**config.mk**
```make
export PLATFORM = sky130hd
export DESIGN_NAME = archie_mem_arbiter
export DESIGN_NICKNAME = d
export VERILOG_FILES = /design/src/rtl/archie_mem_arbiter.sv
export SDC_FILE = /design/constraint.sdc
export NUM_CORES = 1
export LEC_CHECK = 0
export CORE_MARGIN = 3
export CORE_UTILIZATION = 44
export CTS_CLUSTER_SIZE = 14
export DETAILED_ROUTE_END_ITERATION = 6
export PLACE_DENSITY = 0.84
export SYNTH_ARGS = -nofsm -noshare
export SYNTH_HDL_FRONTEND = slang
export SYNTH_SLANG_ARGS = --single-unit
```
**constraint.sdc**
```tcl
create_clock -name clk_sys -period 2.3 [get_ports clk_sys]
set_clock_uncertainty 0.2 [all_clocks]
set_input_delay 0.23 -clock clk_sys [delete_from_list [all_inputs] [get_ports clk_sys]]
set_output_delay 0.23 -clock clk_sys [all_outputs]
set_load 0.01 [all_outputs]
```
**src/rtl/archie_mem_arbiter.sv**
```systemverilog
// archie_mem_arbiter
//   Shares one SDRAM wishbone port between the core and the ROM download
//   path. A rising dl_active first zeroes ERASE_WORDS words from address 0,
//   then streams 16-bit download halfwords into the ROM window at ROM_BASE.
//
// Ports
//   clk_sys, reset            clock, synchronous active-high reset
//   dl_active/dl_wr/dl_addr/dl_data   download source (byte address, halfword data)
//   dl_wait                   stall to download source
//   dl_busy                   download sequence in progress (holds core in reset)
//   core_*                    core wishbone master side
//   ram_*                     SDRAM controller wishbone side
//
// state      | meaning
// S_IDLE     | no access; core bus passed through to SDRAM
// S_CORE     | core owns SDRAM until its cycle ends
// S_ERASE    | zeroing word erase_cnt
// S_DL_IDLE  | erase done, waiting for a download strobe
// S_DL_WRITE | writing the latched halfword
// S_DL_DRAIN | one idle cycle before handing SDRAM back to the core

module archie_mem_arbiter #(
  parameter int          ERASE_WORDS = 1048576,
  parameter logic [1:0]  ROM_BASE    = 2'b01
) (
  input  logic        clk_sys,
  input  logic        reset,
  input  logic        dl_active,
  input  logic        dl_wr,
  input  logic [21:0] dl_addr,
  input  logic [15:0] dl_data,
  output logic        dl_wait,
  output logic        dl_busy,
  input  logic        core_stb,
  input  logic        core_cyc,
  input  logic        core_we,
  input  logic [3:0]  core_sel,
  input  logic [21:0] core_adr,
  input  logic [31:0] core_dat_w,
  output logic        core_ack,
  output logic        ram_stb,
  output logic        ram_cyc,
  output logic        ram_we,
  output logic [3:0]  ram_sel,
  output logic [23:0] ram_adr,
  output logic [31:0] ram_dat_w,
  input  logic        ram_ack
);

  localparam int CNT_W = (ERASE_WORDS > 1) ? $clog2(ERASE_WORDS) : 1;
  localparam logic [CNT_W-1:0] CNT_LAST = CNT_W'(ERASE_WORDS - 1);

  typedef enum logic [2:0] {
    S_IDLE,
    S_CORE,
    S_ERASE,
    S_DL_IDLE,
    S_DL_WRITE,
    S_DL_DRAIN
  } state_t;

  state_t           state, state_nxt;
  logic             dl_active_q;
  logic             pending, pending_nxt;
  logic [CNT_W-1:0] erase_cnt, erase_cnt_nxt;
  logic [21:1]      dl_addr_q, dl_addr_nxt;
  logic [15:0]      dl_data_q, dl_data_nxt;

  logic             stb_c, cyc_c, we_c, core_ack_c, wait_c, busy_c;
  logic [3:0]       sel_c;
  logic [23:0]      adr_c;
  logic [31:0]      dat_c;
  logic             dl_rise;
  logic             core_acked;

  // Byte lane within a halfword is irrelevant: writes are halfword-wide.
  logic unused_dl_addr_bit;
  assign unused_dl_addr_bit = dl_addr[0];

  assign dl_rise    = dl_active & ~dl_active_q;
  assign core_acked = ram_ack & core_stb;

  always_ff @(posedge clk_sys) begin
    if (reset) begin
      state       <= S_IDLE;
      dl_active_q <= 1'b0;
      pending     <= 1'b0;
      erase_cnt   <= '0;
      dl_addr_q   <= '0;
      dl_data_q   <= '0;
    end else begin
      state       <= state_nxt;
      dl_active_q <= dl_active;
      pending     <= pending_nxt;
      erase_cnt   <= erase_cnt_nxt;
      dl_addr_q   <= dl_addr_nxt;
      dl_data_q   <= dl_data_nxt;
    end
  end

  always_comb begin
    state_nxt     = state;
    pending_nxt   = pending;
    erase_cnt_nxt = erase_cnt;
    dl_addr_nxt   = dl_addr_q;
    dl_data_nxt   = dl_data_q;
    stb_c         = 1'b0;
    cyc_c         = 1'b0;
    we_c          = 1'b0;
    sel_c         = 4'b0000;
    adr_c         = 24'h000000;
    dat_c         = 32'h00000000;
    core_ack_c    = 1'b0;
    wait_c        = 1'b0;
    busy_c        = 1'b0;

    case (state)
      S_IDLE: begin
        stb_c      = core_stb;
        cyc_c      = core_cyc;
        we_c       = core_we;
        sel_c      = core_sel;
        adr_c      = {2'b00, core_adr};
        dat_c      = core_dat_w;
        core_ack_c = core_acked;
        // A core cycle already on the bus is granted first so its request
        // is not yanked away; the download then waits as pending.
        if (core_cyc) begin
          state_nxt   = S_CORE;
          pending_nxt = dl_rise;
        end else if (dl_rise) begin
          state_nxt     = S_ERASE;
          erase_cnt_nxt = '0;
        end
      end

      S_CORE: begin
        stb_c      = core_stb;
        cyc_c      = core_cyc;
        we_c       = core_we;
        sel_c      = core_sel;
        adr_c      = {2'b00, core_adr};
        dat_c      = core_dat_w;
        core_ack_c = core_acked;
        wait_c     = pending;
        if ((pending || dl_rise) && (core_acked || !core_cyc)) begin
          state_nxt     = S_ERASE;
          pending_nxt   = 1'b0;
          erase_cnt_nxt = '0;
        end else if (dl_rise) begin
          pending_nxt = 1'b1;
        end else if (!core_cyc) begin
          state_nxt = S_IDLE;
        end
      end

      S_ERASE: begin
        stb_c  = 1'b1;
        cyc_c  = 1'b1;
        we_c   = 1'b1;
        sel_c  = 4'b1111;
        adr_c  = 24'(erase_cnt);
        wait_c = 1'b1;
        busy_c = 1'b1;
        if (ram_ack) begin
          if (!dl_active) begin
            state_nxt = S_DL_DRAIN;
          end else if (erase_cnt == CNT_LAST) begin
            state_nxt = S_DL_IDLE;
          end else begin
            erase_cnt_nxt = erase_cnt + 1'b1;
          end
        end
      end

      S_DL_IDLE: begin
        busy_c = 1'b1;
        // Stall asserts combinationally with the strobe so the source never
        // issues a second one before the write is accepted.
        wait_c = dl_wr;
        if (dl_wr) begin
          state_nxt   = S_DL_WRITE;
          dl_addr_nxt = dl_addr[21:1];
          dl_data_nxt = dl_data;
        end else if (!dl_active) begin
          state_nxt = S_DL_DRAIN;
        end
      end

      S_DL_WRITE: begin
        stb_c  = 1'b1;
        cyc_c  = 1'b1;
        we_c   = 1'b1;
        sel_c  = dl_addr_q[1] ? 4'b1100 : 4'b0011;
        adr_c  = {ROM_BASE, 2'b00, dl_addr_q[21:2]};
        dat_c  = {dl_data_q, dl_data_q};
        wait_c = 1'b1;
        busy_c = 1'b1;
        if (ram_ack) begin
          state_nxt = dl_active ? S_DL_IDLE : S_DL_DRAIN;
        end
      end

      S_DL_DRAIN: begin
        busy_c    = 1'b1;
        state_nxt = S_IDLE;
      end

      default: begin
        state_nxt = S_IDLE;
      end
    endcase
  end

  // Outputs are held at their idle values for as long as reset is high,
  // including the pass-through path.
  assign ram_stb   = reset ? 1'b0         : stb_c;
  assign ram_cyc   = reset ? 1'b0         : cyc_c;
  assign ram_we    = reset ? 1'b0         : we_c;
  assign ram_sel   = reset ? 4'b0000      : sel_c;
  assign ram_adr   = reset ? 24'h000000   : adr_c;
  assign ram_dat_w = reset ? 32'h00000000 : dat_c;
  assign core_ack  = reset ? 1'b0         : core_ack_c;
  assign dl_wait   = reset ? 1'b0         : wait_c;
  assign dl_busy   = reset ? 1'b0         : busy_c;

endmodule

```
==> metrics.txt <==
status=finished with violations; failing checks=setup timing; drt drc=0; Hold Buf Count CTS=0; Fillers=667; Detailed Route Iter0 Violations=528; largest net degree at the start of global routing=38; CTS clk-pin slew, worst paths=0.08 ns; CP max FO=5; routed vias/inst=5.872; Int Power=3.016 mW; RSZ-0062 raised after global routing=yes; critical path type=register to output pin; Commonest cells post-synth=a21oi_1, nand2_1, dfxtp_1, nor2_1, clkbuf_1; CP Launch Type=register; DIE AREA=0.01039 mm²; initial antenna violation count=0; Final Setup Violations=36; critical path's slowest cell=or3b_4; Syn Nets=679; nets=901; Initial Util=45.74%; HPWL after DPL=12,160 µm; top cell type's share of synthesized area=30.66%; Fin. Hold Viols=0; drt pass-1 iters=6; clock sinks=62; maxcap violations=0; Core Box Area=0.008848 mm²; sum of buffers and inverters on the critical path=4; pwr dens=741.1 mW/mm²; Pwr Total=4.927 mW; layout cells sized above 1=22.10%; cell mode on critical path=buf_6; CP Cell Sequence=or3b_4 > nor2_4 > buf_6 > buf_12 > buf_6 > a22o_1 > buf_2; Crit. End Element=output pin; first-pass GRT wire length=25,900 µm; CP Data Arrival Time=1.95 ns; placed inst area=0.006279 mm²; FF+latch count, synth=62; Clk Latency, worst-skew pair=0.35 ns; Tmin final=2.380 ns; asr flop ratio synth=0%; fmax=420.1 MHz; worst setup slack after layout=-0.08021 ns; final worst path period share=103.5%; Final ANT Viol Nets=0; GR Overflow Total=0; Required @ worst endpoint=1.87 ns; Die X=101.9 µm; Mapped Area=0.004048 mm²; Top delay family on crit path=simple AND/OR/NAND/NOR gates; register area share after synthesis=30.66%; Netlist cell types=65; Net Sw Frac=38.79%; area leader, netlist=dfxtp_1; Pleak=2.800 nW; most used flip-flop cell after synthesis=dfxtp_1; number of synthesized flops with an enable pin=0; Worst path max stage delay=0.43 ns; Cells after Synth=574; Placer Congestion=0.9415; die height=101.9 µm; TritonCTS Buffers=9; CTS Root Cell=clkbuf_8; largest cells by area after synthesis=dfxtp_1, a21oi_1, nand2_1, a22o_1, nor2_1; Warnings, synthesis=0; number of antenna cells inserted=0; top-count cell post-synth=a21oi_1; post-route cell area=0.006649 mm²; Logic pwr share=53.3%; # rows=34; syn_area_per_cell=7.052 µm²; Slew Viols, Final=0; htree depth=3; Place WS=-0.07613 ns; IO buf count=167; total track usage=31.22%; CTS tree=built; Max VDD drop=464.7 µV; Layout area overhead=64.27%; vias in the first global route=5,163; Min-Delay Path Class=input port to register; DR WL/cell=18.80 µm; WL final=17,090 µm; Clk network pwr share=22.6%; fin util=75.14%; clock buffer depth=2; switching power=1.911 mW; Sequential Power Share=24.1%; # IOs=170; smallest hold slack=0.2226 ns; vias=5,338
==> routing by layer <==
metal	track usage, %	vias up	part of all wire (%)
li1	-	2485	-
met3	5.734	46	8.0
met2	53.37	282	49
met5	0	-	0
met1	39.35	2525	41
met4	11.40	0	2.5
==> registers in the layout, indices dropped and copies added (netlist names) <==
register     cells
dl_addr_q       21
erase_cnt       20
dl_data_q       16
state            3
dl_active_q      1
pending          1
==> per-stage QoR <==
| step | cells | TNS, ns |
|---|---|---|
| 2_1_floorplan | 574 | 0 |
| 3_3_place_gp | 876 | -0.3294 |
| 3_5_place_dp | 876 | -0.4821 |
| 4_1_cts | 902 | -0.3277 |
| 5_1_grt | 909 | -2.665 |
| 6_report | 909 | -0.8945 |
==> layout by cell type, fill, tap and decap left out, types with 3 or more instances in the layout <==
cell               n
nand4_1            7
clkdlybuf4s15_2    4
a211oi_1           5
nor2b_1           22
dlygate4sd2_1     27
and3_1             4
nand2_1           90
clkdlybuf4s50_1  102
a311oi_1           3
a22o_1            30
dfxtp_1           59
nor3b_1            7
and2_1             7
a21oi_1           95
or2_2              3
nor3_1             5
o21ai_0           12
nand3_1            9
nor2_1            59
buf_6             11
buf_2             21
o22ai_1            5
nand3b_1           3
buf_4             74
clkbuf_2           9
buf_12             5
clkbuf_8           9
a21oi_2            3
a21o_1             6
a31oi_1            4
nor4_1             4
or4_1              3
inv_1              7
nand2b_1          12
o31ai_1            3
==> kinds of logic (layout without fill, tap and decap cells) <==
kind of cell    count (synthesis)  after routing  share of synthesized area [%]
compound gates                191            191                          29.89
buf+inv                        56            283                          5.626
mux                             3              3                         0.7728
xor+xnor                        1              1                         0.2164
other cells                     1              1                        0.09265
flops                          62             62                          30.66
simple gates                  259            259                          32.43
fa+ha+maj                       1              1                         0.3091
==> tightest hold or removal path, delay by kind of cell <==
family | cells | cell delay (ns)
AO/OA/AOI/OAI | 1 | 0.05
AND/OR/NAND/NOR | 1 | 0.05
buffers and inverters | 1 | 0.40
==> power by group through the flow <==
stage               combinational [mW]  sequential [mW]  clock, mW
finish                            2.63             1.19       1.12
global route                      2.81             1.19       1.16
CTS                               2.50             1.18       1.11
detailed placement                2.47             1.19          0
global placement                  2.41             1.19          0
floorplan                         1.23             1.18          0
==> layout make-up <==
type / count / area, µm² / area share (%)
multi-input combinational: 456 / 2663 / 40.05
timing repair buffer: 259 / 2352 / 35.38
inverter: 8 / 30.03 / 0.4516
clock buffer: 9 / 123.9 / 1.863
tap: 108 / 135.1 / 2.032
sequential: 62 / 1247 / 18.76
clock inverter: 7 / 97.59 / 1.468
==> timing repair <==
item / CTS / global route
setup buffers: 7 / 5
cloned: 3 / 2
setup endpoints to repair: 64 / 56
endpoints found under the hold margin: 0 / 0
pin swaps: 3 / 15
resized for setup: 157 / 39
==> worst paths after layout <==
kind                                    start       endpoint  slack, ns  cells past startpoint
worst max register to register   erase_cnt[0]       state[1]       0.08                      7
worst min-delay path               dl_addr[9]   dl_addr_q[9]       0.22                      3
worst max-delay path                 state[1]  ram_dat_w[10]      -0.08                      7
worst min register to register  dl_addr_q[11]  dl_addr_q[11]       0.26                      2
Power figures use the tool's default switching activity.
